===== src/rtl/proc_controller_pkg.sv =====
// Shared opcode, state and ALU-select encodings for the lab processor control unit.
// Latency: n/a (constants only).
// Backpressure: n/a. Optional JPZ state is present only when CTRL_JPZ_EN is defined.
package ctrl_pkg;

    localparam logic [3:0] OP_NOOP  = 4'h0;
    localparam logic [3:0] OP_STORE = 4'h1;
    localparam logic [3:0] OP_LOAD  = 4'h2;
    localparam logic [3:0] OP_ADD   = 4'h3;
    localparam logic [3:0] OP_SUB   = 4'h4;
    localparam logic [3:0] OP_HALT  = 4'h5;
    localparam logic [3:0] OP_JPZ   = 4'h6;

    localparam logic [1:0] ALU_PASS = 2'b00;
    localparam logic [1:0] ALU_ADD  = 2'b01;
    localparam logic [1:0] ALU_SUB  = 2'b10;

    // Codes are fixed so the board display reads the same with or without JPZ.
    typedef enum logic [3:0] {
        ST_INIT   = 4'd0,
        ST_FETCH  = 4'd1,
        ST_DECODE = 4'd2,
        ST_LOAD_A = 4'd3,
        ST_LOAD_B = 4'd4,
        ST_STORE  = 4'd5,
        ST_ADD    = 4'd6,
        ST_SUB    = 4'd7,
`ifdef CTRL_JPZ_EN
        ST_JPZ    = 4'd8,
`endif
        ST_HALT   = 4'd9
    } state_t;

    // Sign-extend an 8-bit branch offset to 16 bits; callers keep the low PC_W bits.
    function automatic logic [15:0] sext8(input logic [7:0] v);
        return {{8{v[7]}}, v};
    endfunction

endpackage


===== src/rtl/proc_controller_if.sv =====
// Bundle of instruction-memory, register-file, ALU and data-memory control signals.
// Latency: n/a (wires only).
// Backpressure: none; every attached block is always ready.
interface proc_controller_if #(
    parameter int PC_W = 7,
    parameter int N    = 4
);
    logic [15:0]     IM_data;
    logic            RF_Ra_zero;
    logic [PC_W-1:0] PC_addr;
    logic [15:0]     IR;
    logic [7:0]      D_addr;
    logic            D_wr;
    logic            RF_s;
    logic [N-1:0]    RF_W_addr;
    logic            RF_W_en;
    logic [N-1:0]    RF_Ra_addr;
    logic [N-1:0]    RF_Rb_addr;
    logic            RF_Ra_en;
    logic            RF_Rb_en;
    logic [1:0]      ALU_sel;
    logic            Halted;
    logic [3:0]      State;

    modport master (
        input  IM_data, RF_Ra_zero,
        output PC_addr, IR, D_addr, D_wr, RF_s, RF_W_addr, RF_W_en,
               RF_Ra_addr, RF_Rb_addr, RF_Ra_en, RF_Rb_en, ALU_sel, Halted, State
    );

    modport slave (
        output IM_data, RF_Ra_zero,
        input  PC_addr, IR, D_addr, D_wr, RF_s, RF_W_addr, RF_W_en,
               RF_Ra_addr, RF_Rb_addr, RF_Ra_en, RF_Rb_en, ALU_sel, Halted, State
    );
endinterface


===== src/rtl/proc_controller_pc_counter.sv =====
// Program counter with async clear, sync clear, increment and add-offset load.
// Latency: new value visible one cycle after the request.
// Backpressure: none; clear has priority over increment, increment over load.
module pc_counter #(
    parameter int PC_W = 7
) (
    input  logic            clk,
    input  logic            rst,
    input  logic            clr,
    input  logic            inc,
    input  logic            load_off,
    input  logic [PC_W-1:0] offset,
    output logic [PC_W-1:0] pc
);

    localparam logic [PC_W-1:0] ONE = {{(PC_W-1){1'b0}}, 1'b1};

    // PC register; all arithmetic wraps modulo 2^PC_W.
    always_ff @(posedge clk or posedge rst) begin
        if (rst) begin
            pc <= '0;
        end else if (clr) begin
            pc <= '0;
        end else if (inc) begin
            pc <= pc + ONE;
        end else if (load_off) begin
            pc <= pc + offset;
        end
    end

endmodule


===== src/rtl/proc_controller.sv =====
// Multi-cycle control unit: fetches, decodes and sequences one instruction at a time.
// Latency: NOOP 2 cycles, ADD/SUB/STORE/JPZ 3, LOAD 4; outputs are Moore.
// Backpressure: none. Optional conditional jump enabled by CTRL_JPZ_EN.
module proc_controller
    import ctrl_pkg::*;
#(
    parameter int PC_W = 7,
    parameter int N    = 4
) (
    input  logic              Clock,
    input  logic              Reset,
    proc_controller_if.master bus
);

    state_t          state;
    state_t          state_nxt;
    logic [15:0]     ir;
    logic [PC_W-1:0] pc;
    logic [PC_W-1:0] pc_off;
    logic [15:0]     ir_sext;
    logic            pc_clr;
    logic            pc_inc;
    logic            pc_load;

    assign ir_sext = sext8(ir[7:0]);
    assign pc_off  = ir_sext[PC_W-1:0];

    pc_counter #(.PC_W(PC_W)) u_pc (
        .clk      (Clock),
        .rst      (Reset),
        .clr      (pc_clr),
        .inc      (pc_inc),
        .load_off (pc_load),
        .offset   (pc_off),
        .pc       (pc)
    );

`ifndef CTRL_JPZ_EN
    // Zero flag only matters for the conditional jump.
    logic unused_ra_zero;
    assign unused_ra_zero = bus.RF_Ra_zero;
`endif

    // State register; async reset makes strobes drop without waiting for a clock.
    always_ff @(posedge Clock or posedge Reset) begin
        if (Reset) begin
            state <= ST_INIT;
        end else begin
            state <= state_nxt;
        end
    end

    // Instruction register, loaded once per instruction in FETCH.
    always_ff @(posedge Clock or posedge Reset) begin
        if (Reset) begin
            ir <= '0;
        end else if (state == ST_FETCH) begin
            ir <= bus.IM_data;
        end
    end

    // Next-state, PC control and Moore output decode.
    always_comb begin
        state_nxt      = state;
        pc_clr         = 1'b0;
        pc_inc         = 1'b0;
        pc_load        = 1'b0;
        bus.D_addr     = '0;
        bus.D_wr       = 1'b0;
        bus.RF_s       = 1'b0;
        bus.RF_W_addr  = '0;
        bus.RF_W_en    = 1'b0;
        bus.RF_Ra_addr = '0;
        bus.RF_Rb_addr = '0;
        bus.RF_Ra_en   = 1'b0;
        bus.RF_Rb_en   = 1'b0;
        bus.ALU_sel    = ALU_PASS;
        bus.Halted     = 1'b0;

        case (state)
            ST_INIT: begin
                pc_clr    = 1'b1;
                state_nxt = ST_FETCH;
            end
            ST_FETCH: begin
                pc_inc    = 1'b1;
                state_nxt = ST_DECODE;
            end
            ST_DECODE: begin
                case (ir[15:12])
                    OP_STORE: state_nxt = ST_STORE;
                    OP_LOAD:  state_nxt = ST_LOAD_A;
                    OP_ADD:   state_nxt = ST_ADD;
                    OP_SUB:   state_nxt = ST_SUB;
                    OP_HALT:  state_nxt = ST_HALT;
`ifdef CTRL_JPZ_EN
                    OP_JPZ:   state_nxt = ST_JPZ;
`endif
                    default:  state_nxt = ST_FETCH;
                endcase
            end
            ST_LOAD_A: begin
                bus.D_addr = ir[11:4];
                state_nxt  = ST_LOAD_B;
            end
            ST_LOAD_B: begin
                bus.D_addr    = ir[11:4];
                bus.RF_s      = 1'b1;
                bus.RF_W_addr = ir[3:0];
                bus.RF_W_en   = 1'b1;
                state_nxt     = ST_FETCH;
            end
            ST_STORE: begin
                bus.D_addr     = ir[7:0];
                bus.RF_Ra_addr = ir[11:8];
                bus.RF_Ra_en   = 1'b1;
                bus.D_wr       = 1'b1;
                state_nxt      = ST_FETCH;
            end
            ST_ADD, ST_SUB: begin
                bus.RF_Ra_addr = ir[11:8];
                bus.RF_Rb_addr = ir[7:4];
                bus.RF_Ra_en   = 1'b1;
                bus.RF_Rb_en   = 1'b1;
                bus.ALU_sel    = (state == ST_ADD) ? ALU_ADD : ALU_SUB;
                bus.RF_W_addr  = ir[3:0];
                bus.RF_W_en    = 1'b1;
                state_nxt      = ST_FETCH;
            end
`ifdef CTRL_JPZ_EN
            ST_JPZ: begin
                // PC already points past the jump, so the offset is relative to that.
                bus.RF_Ra_addr = ir[11:8];
                bus.RF_Ra_en   = 1'b1;
                pc_load        = bus.RF_Ra_zero;
                state_nxt      = ST_FETCH;
            end
`endif
            ST_HALT: begin
                bus.Halted = 1'b1;
            end
            default: begin
                state_nxt = ST_INIT;
            end
        endcase
    end

    assign bus.PC_addr = pc;
    assign bus.IR      = ir;
    assign bus.State   = state;

endmodule


===== src/flat_wrapper.sv =====
// flat-port wrapper written by rule: the top's interface ports become plain ports
module proc_controller_flat import ctrl_pkg::*;
#(
    parameter int PC_W = 7,
    parameter int N    = 4
)
  (Clock, Reset, bus_IM_data, bus_RF_Ra_zero, bus_PC_addr, bus_IR, bus_D_addr, bus_D_wr, bus_RF_s, bus_RF_W_addr, bus_RF_W_en, bus_RF_Ra_addr, bus_RF_Rb_addr, bus_RF_Ra_en, bus_RF_Rb_en, bus_ALU_sel, bus_Halted, bus_State);
  proc_controller_if #(.PC_W(PC_W), .N(N)) bus_i ();
  input  logic Clock;
  input  logic Reset;
  input wire logic [$bits(bus_i.IM_data)-1:0] bus_IM_data;
  input wire logic [$bits(bus_i.RF_Ra_zero)-1:0] bus_RF_Ra_zero;
  output wire logic [$bits(bus_i.PC_addr)-1:0] bus_PC_addr;
  output wire logic [$bits(bus_i.IR)-1:0] bus_IR;
  output wire logic [$bits(bus_i.D_addr)-1:0] bus_D_addr;
  output wire logic [$bits(bus_i.D_wr)-1:0] bus_D_wr;
  output wire logic [$bits(bus_i.RF_s)-1:0] bus_RF_s;
  output wire logic [$bits(bus_i.RF_W_addr)-1:0] bus_RF_W_addr;
  output wire logic [$bits(bus_i.RF_W_en)-1:0] bus_RF_W_en;
  output wire logic [$bits(bus_i.RF_Ra_addr)-1:0] bus_RF_Ra_addr;
  output wire logic [$bits(bus_i.RF_Rb_addr)-1:0] bus_RF_Rb_addr;
  output wire logic [$bits(bus_i.RF_Ra_en)-1:0] bus_RF_Ra_en;
  output wire logic [$bits(bus_i.RF_Rb_en)-1:0] bus_RF_Rb_en;
  output wire logic [$bits(bus_i.ALU_sel)-1:0] bus_ALU_sel;
  output wire logic [$bits(bus_i.Halted)-1:0] bus_Halted;
  output wire logic [$bits(bus_i.State)-1:0] bus_State;
  assign bus_i.IM_data = bus_IM_data;
  assign bus_i.RF_Ra_zero = bus_RF_Ra_zero;
  assign bus_PC_addr = bus_i.PC_addr;
  assign bus_IR = bus_i.IR;
  assign bus_D_addr = bus_i.D_addr;
  assign bus_D_wr = bus_i.D_wr;
  assign bus_RF_s = bus_i.RF_s;
  assign bus_RF_W_addr = bus_i.RF_W_addr;
  assign bus_RF_W_en = bus_i.RF_W_en;
  assign bus_RF_Ra_addr = bus_i.RF_Ra_addr;
  assign bus_RF_Rb_addr = bus_i.RF_Rb_addr;
  assign bus_RF_Ra_en = bus_i.RF_Ra_en;
  assign bus_RF_Rb_en = bus_i.RF_Rb_en;
  assign bus_ALU_sel = bus_i.ALU_sel;
  assign bus_Halted = bus_i.Halted;
  assign bus_State = bus_i.State;
  proc_controller #(.PC_W(PC_W), .N(N)) u_core (.Clock(Clock), .Reset(Reset), .bus(bus_i));
endmodule

===== config.mk =====
export PLATFORM = sky130hd
export DESIGN_NAME = proc_controller_flat
export DESIGN_NICKNAME = d
export VERILOG_FILES = /design/src/rtl/proc_controller_pkg.sv /design/src/rtl/proc_controller_if.sv /design/src/rtl/proc_controller_pc_counter.sv /design/src/rtl/proc_controller.sv /design/src/flat_wrapper.sv
export SDC_FILE = /design/constraint.sdc
export NUM_CORES = 1
export LEC_CHECK = 0
export ABC_AREA = 1
export CORE_AREA = 3 3 69 71
export CTS_CLUSTER_DIAMETER = 30
export DETAILED_ROUTE_END_ITERATION = 8
export DIE_AREA = 0 0 72 74
export PLACE_DENSITY = 0.71
export SKIP_LAST_GASP = 1
export SLEW_MARGIN = 15
export SYNTH_ARGS = -nofsm -noshare
export SYNTH_HDL_FRONTEND = slang
export SYNTH_SLANG_ARGS = --single-unit

===== constraint.sdc =====
create_clock -name Clock -period 1.3 [get_ports Clock]
set_clock_uncertainty 0.15 [all_clocks]
set_input_delay 0.26 -clock Clock [delete_from_list [all_inputs] [get_ports Clock]]
set_output_delay 0.26 -clock Clock [all_outputs]
set_load 0.01 [all_outputs]

==> metrics.md <==
| Metric | Value |
|---|---|
| Status | complete, but fails checks |
| Failing checks | negative setup slack |
| Sequential cell area | between 600 and 700 um2 |
| Io pins | between 70 and 80 |
| Synth top area share | a little over two fifths |
| Sequential fraction of the synthesis area | approximately 43% |
| Total Nets Final | about 370 |
| Area Overhead vs Synth | 123.6% |
| Hold crit path type | in2async |
| Initial antenna violation count | 0 |
| Static leakage | roughly 1.7 nW |
| Vias in the first global route | about 2000 |
| Area of the multi-input gates | between 0.001 and 0.0015 mm2 |
| Fin. Hold Viols | 0 |
| Worst slew margin | about three quarters |
| I/O Buffers | 72 |
| Netlist cell types | 22 |
| CP Capture Type | output pin |
| Worst Path Required | around 890 ps |
| Largest net degree at the start of global routing | 28 |
| Routed wire length per instance | approximately 16 um |
| Combinational Power Share | roughly 76% |
| Mapped Area | ~0.0016 mm2 |
| Total global-route track usage | approximately 24% |
| Worst path arrival time | ~1600 ps |
| Antenna viol nets, final | 0 |
| Setup ws final | -685.0 ps |
| DR iter-0 viols | slightly above 70 |
| Most common library cells after synthesis | 29 x inv_1, 27 x dfrtp_1, 27 x nand2_1 |
| Fin area | approximately 0.0035 mm2 |
| Clock sink total | 27 |
| Synth top area cells | dfrtp_1 43%, o21ai_2 8.4%, inv_1 7.0% |
| Post-synth EDFFs | 0 |
| Min cycle time layout | 1985 ps |
| Fraction of registers with async set/reset | 100.0% |
| Diode count | 0 |
| Part of the power in the clock network | between 6 and 7% |
| Most numerous cell on the critical path | buf_4 |
| Die X | ~72 um |
| Max-cap violations | 0 |
| Largest delay share family, worst path | buffers and inverters |
| Reg clk slew, reported paths | roughly 100 ps |
| Rows | 24 |
| CTS tree | built |
| Final period util | 152.7% |
| Core Util, Final | between 80 and 90% |
| Die H | approximately 74 um |
| Yosys reg bits | 27 |
| Routability cong. | a little over 0.8 |
| Initial core utilization | between 30% and 40% |
| Hold_ws | 139.5 ps |
| Worst Path Buf+Inv | 4 |
| RSZ-0062 raised after global routing | yes |
| Switching part of the total | 43.90% |
| Worst path slowest cell | dfrtp_2 |
| Via density | between 4 and 5 |
| Die Footprint | 0.005328 mm2 |
| Gate count after technology mapping | about 190 |
| Max stage delay on crit path | approximately 470 ps |
| Syn Nets | 206 |
| Fmax | ~0.50 GHz |
| # setup viols final | 65 |
| Internal | 4.603 mW |
| Peak supply drop | roughly 1300 uV |
| Dpl ws | -689.8 ps |
| Kind of start point of the critical path | flip-flop |
| DRC Markers | 0 |
| Core Area | about 0.0043 mm2 |
| Final slew viol count | 0 |
| First-pass GRT wire length | just under 10 mm |
| HPWL Detailed | between 3 and 4 mm |
| Most common cell in the netlist | inv_1 |
| Crit path kind | reg2out |
| Worst slew pin tran | between 300 and 400 ps |
| Crit-path cells | buf_4 -> nand3_4 -> o21ai_4 -> buf_6 -> buf_4 -> nand2_2 -> o21ai_2 -> buf_2 |
| DR vias | slightly below 2000 |
| Part of the power in registers | between 10% and 20% |
| Placement Cell Area | between 0.002 and 0.003 mm2 |
| CP Max Fanout | 3 |
| Synth Flop Type | dfrtp_1 |
| Root Driver | clkbuf_8 |
| Synth Area per Inst | 8.362 um2 |
| Total CTS buffers | 3 |
| Post-Route WL | roughly 6.5 mm |
| Psw | about 3.6 mW |
| Cell taking the most area after synthesis | dfrtp_1 |
| PD cells | 2360 mW/mm2 |
| Maximum root-to-sink buffer count | 2 |
| Share of cells above drive strength 1 | 73.04% |
| Fill cells | about 250 |
| CTS H-tree depth | 1 |
| First-pass detailed-route iteration total | 4 |
| Gr ovfl total | 0 |
| Ys Warns | 0 |
| Worst skew pair latency | between 200 and 300 ps |
cell type report:
class / count / area share, %
Multi-Input combinational cell: 122 / 30.69
Sequential cell: 27 / 19.61
Clock inverter: 1 / 0.1439
Clock buffer: 3 / 1.187
Tap cell: 52 / 1.871
Timing Repair Buffer: 158 / 41.89
Inverter: 34 / 4.606
cells by family (layout without fill, tap and decap cells):
group           count (synthesis)  in the layout  share of synthesized area [%]
fa+ha+maj                       1              1                         0.8044
xor+xnor                        1              1                         0.5633
flops                          27             27                          43.44
buf+inv                        37            196                          12.87
simple gates                   87             87                          27.11
compound gates                 33             33                          15.21
timing repair:
item                                    4_1_cts  5_1_grt
resized for setup                           302       43
buffers inserted                             29       10
endpoints found under the setup margin       81       65
pin swaps                                    10       14
hold buffers                                  0        0
cloned                                        3        0
endpoints found under the hold margin         0        0
power groups by stage:
stage | Clock [mW] | Sequential [mW] | Combinational (mW)
4_1_cts | 0.527 | 1.43 | 5.90
5_1_grt | 0.549 | 1.48 | 6.63
3_3_place_gp | 0 | 1.44 | 4.40
6_report | 0.514 | 1.45 | 6.24
2_1_floorplan | 0 | 1.63 | 2.09
3_5_place_dp | 0 | 1.46 | 4.47
cells in the final DEF, fill, tap and decap left out, drive strengths merged, types with 2 or more instances in the layout:
cell type	netlist	routed
nand3	10	10
nor3	2	2
clkdlybuf4s50	0	17
clkbuf	0	3
nor2	25	25
buf	3	141
nand4	4	4
o21ai	32	32
dfrtp	27	27
clkinv	1	2
nand2	45	45
inv	33	33
worst paths after layout:
path | cells past startpoint | start | end | slack [ps]
min reg2reg | 1 | u_core.u_pc.pc[1] | u_core.u_pc.pc[1] | 440
max reg2reg | 11 | u_core.bus.State[0] | u_core.u_pc.pc[1] | -570
min in group Clock | 3 | bus_IM_data[9] | u_core.bus.IR[9] | 400
min | 3 | Reset | u_core.bus.IR[3] | 140
max in group asynchronous | 3 | Reset | u_core.bus.State[0] | 680
max | 8 | u_core.bus.State[1] | bus_D_addr[3] | -680
registers in the layout (all words and copies together), names as in the netlist:
signal / flops
u_core.bus.IR: 16
u_core.u_pc.pc: 7
u_core.bus.State: 4
stage by stage:
step	setup TNS (ps)	instances	power, mW
2_1_floorplan	-2542	186	3.725
5_1_grt	-34000	397	8.662
3_3_place_gp	-19600	358	5.847
4_1_cts	-26700	393	7.852
3_5_place_dp	-20640	358	5.931
6_report	-30220	397	8.204
metal layers:
layer / track usage (%) / vias to the layer above / wire [um]
met1: 27.81 / 947 / 2445
met4: 10.86 / 0 / 223
met5: 0 / - / 0
li1: - / 904 / -
met3: 3.108 / 20 / 229
met2: 44.59 / 68 / 3623
worst reg2reg max path: cells and delay by family, from the launching register on:
| kind | cells | cell delay, ps |
|---|---|---|
| DFF | 1 | 450 |
| and+or+nand+nor | 2 | 110 |
| AOI/OAI and AO/OA | 1 | 170 |
| buffers and inverters | 8 | 890 |
Note: power is estimated with default switching activity, not from simulation.
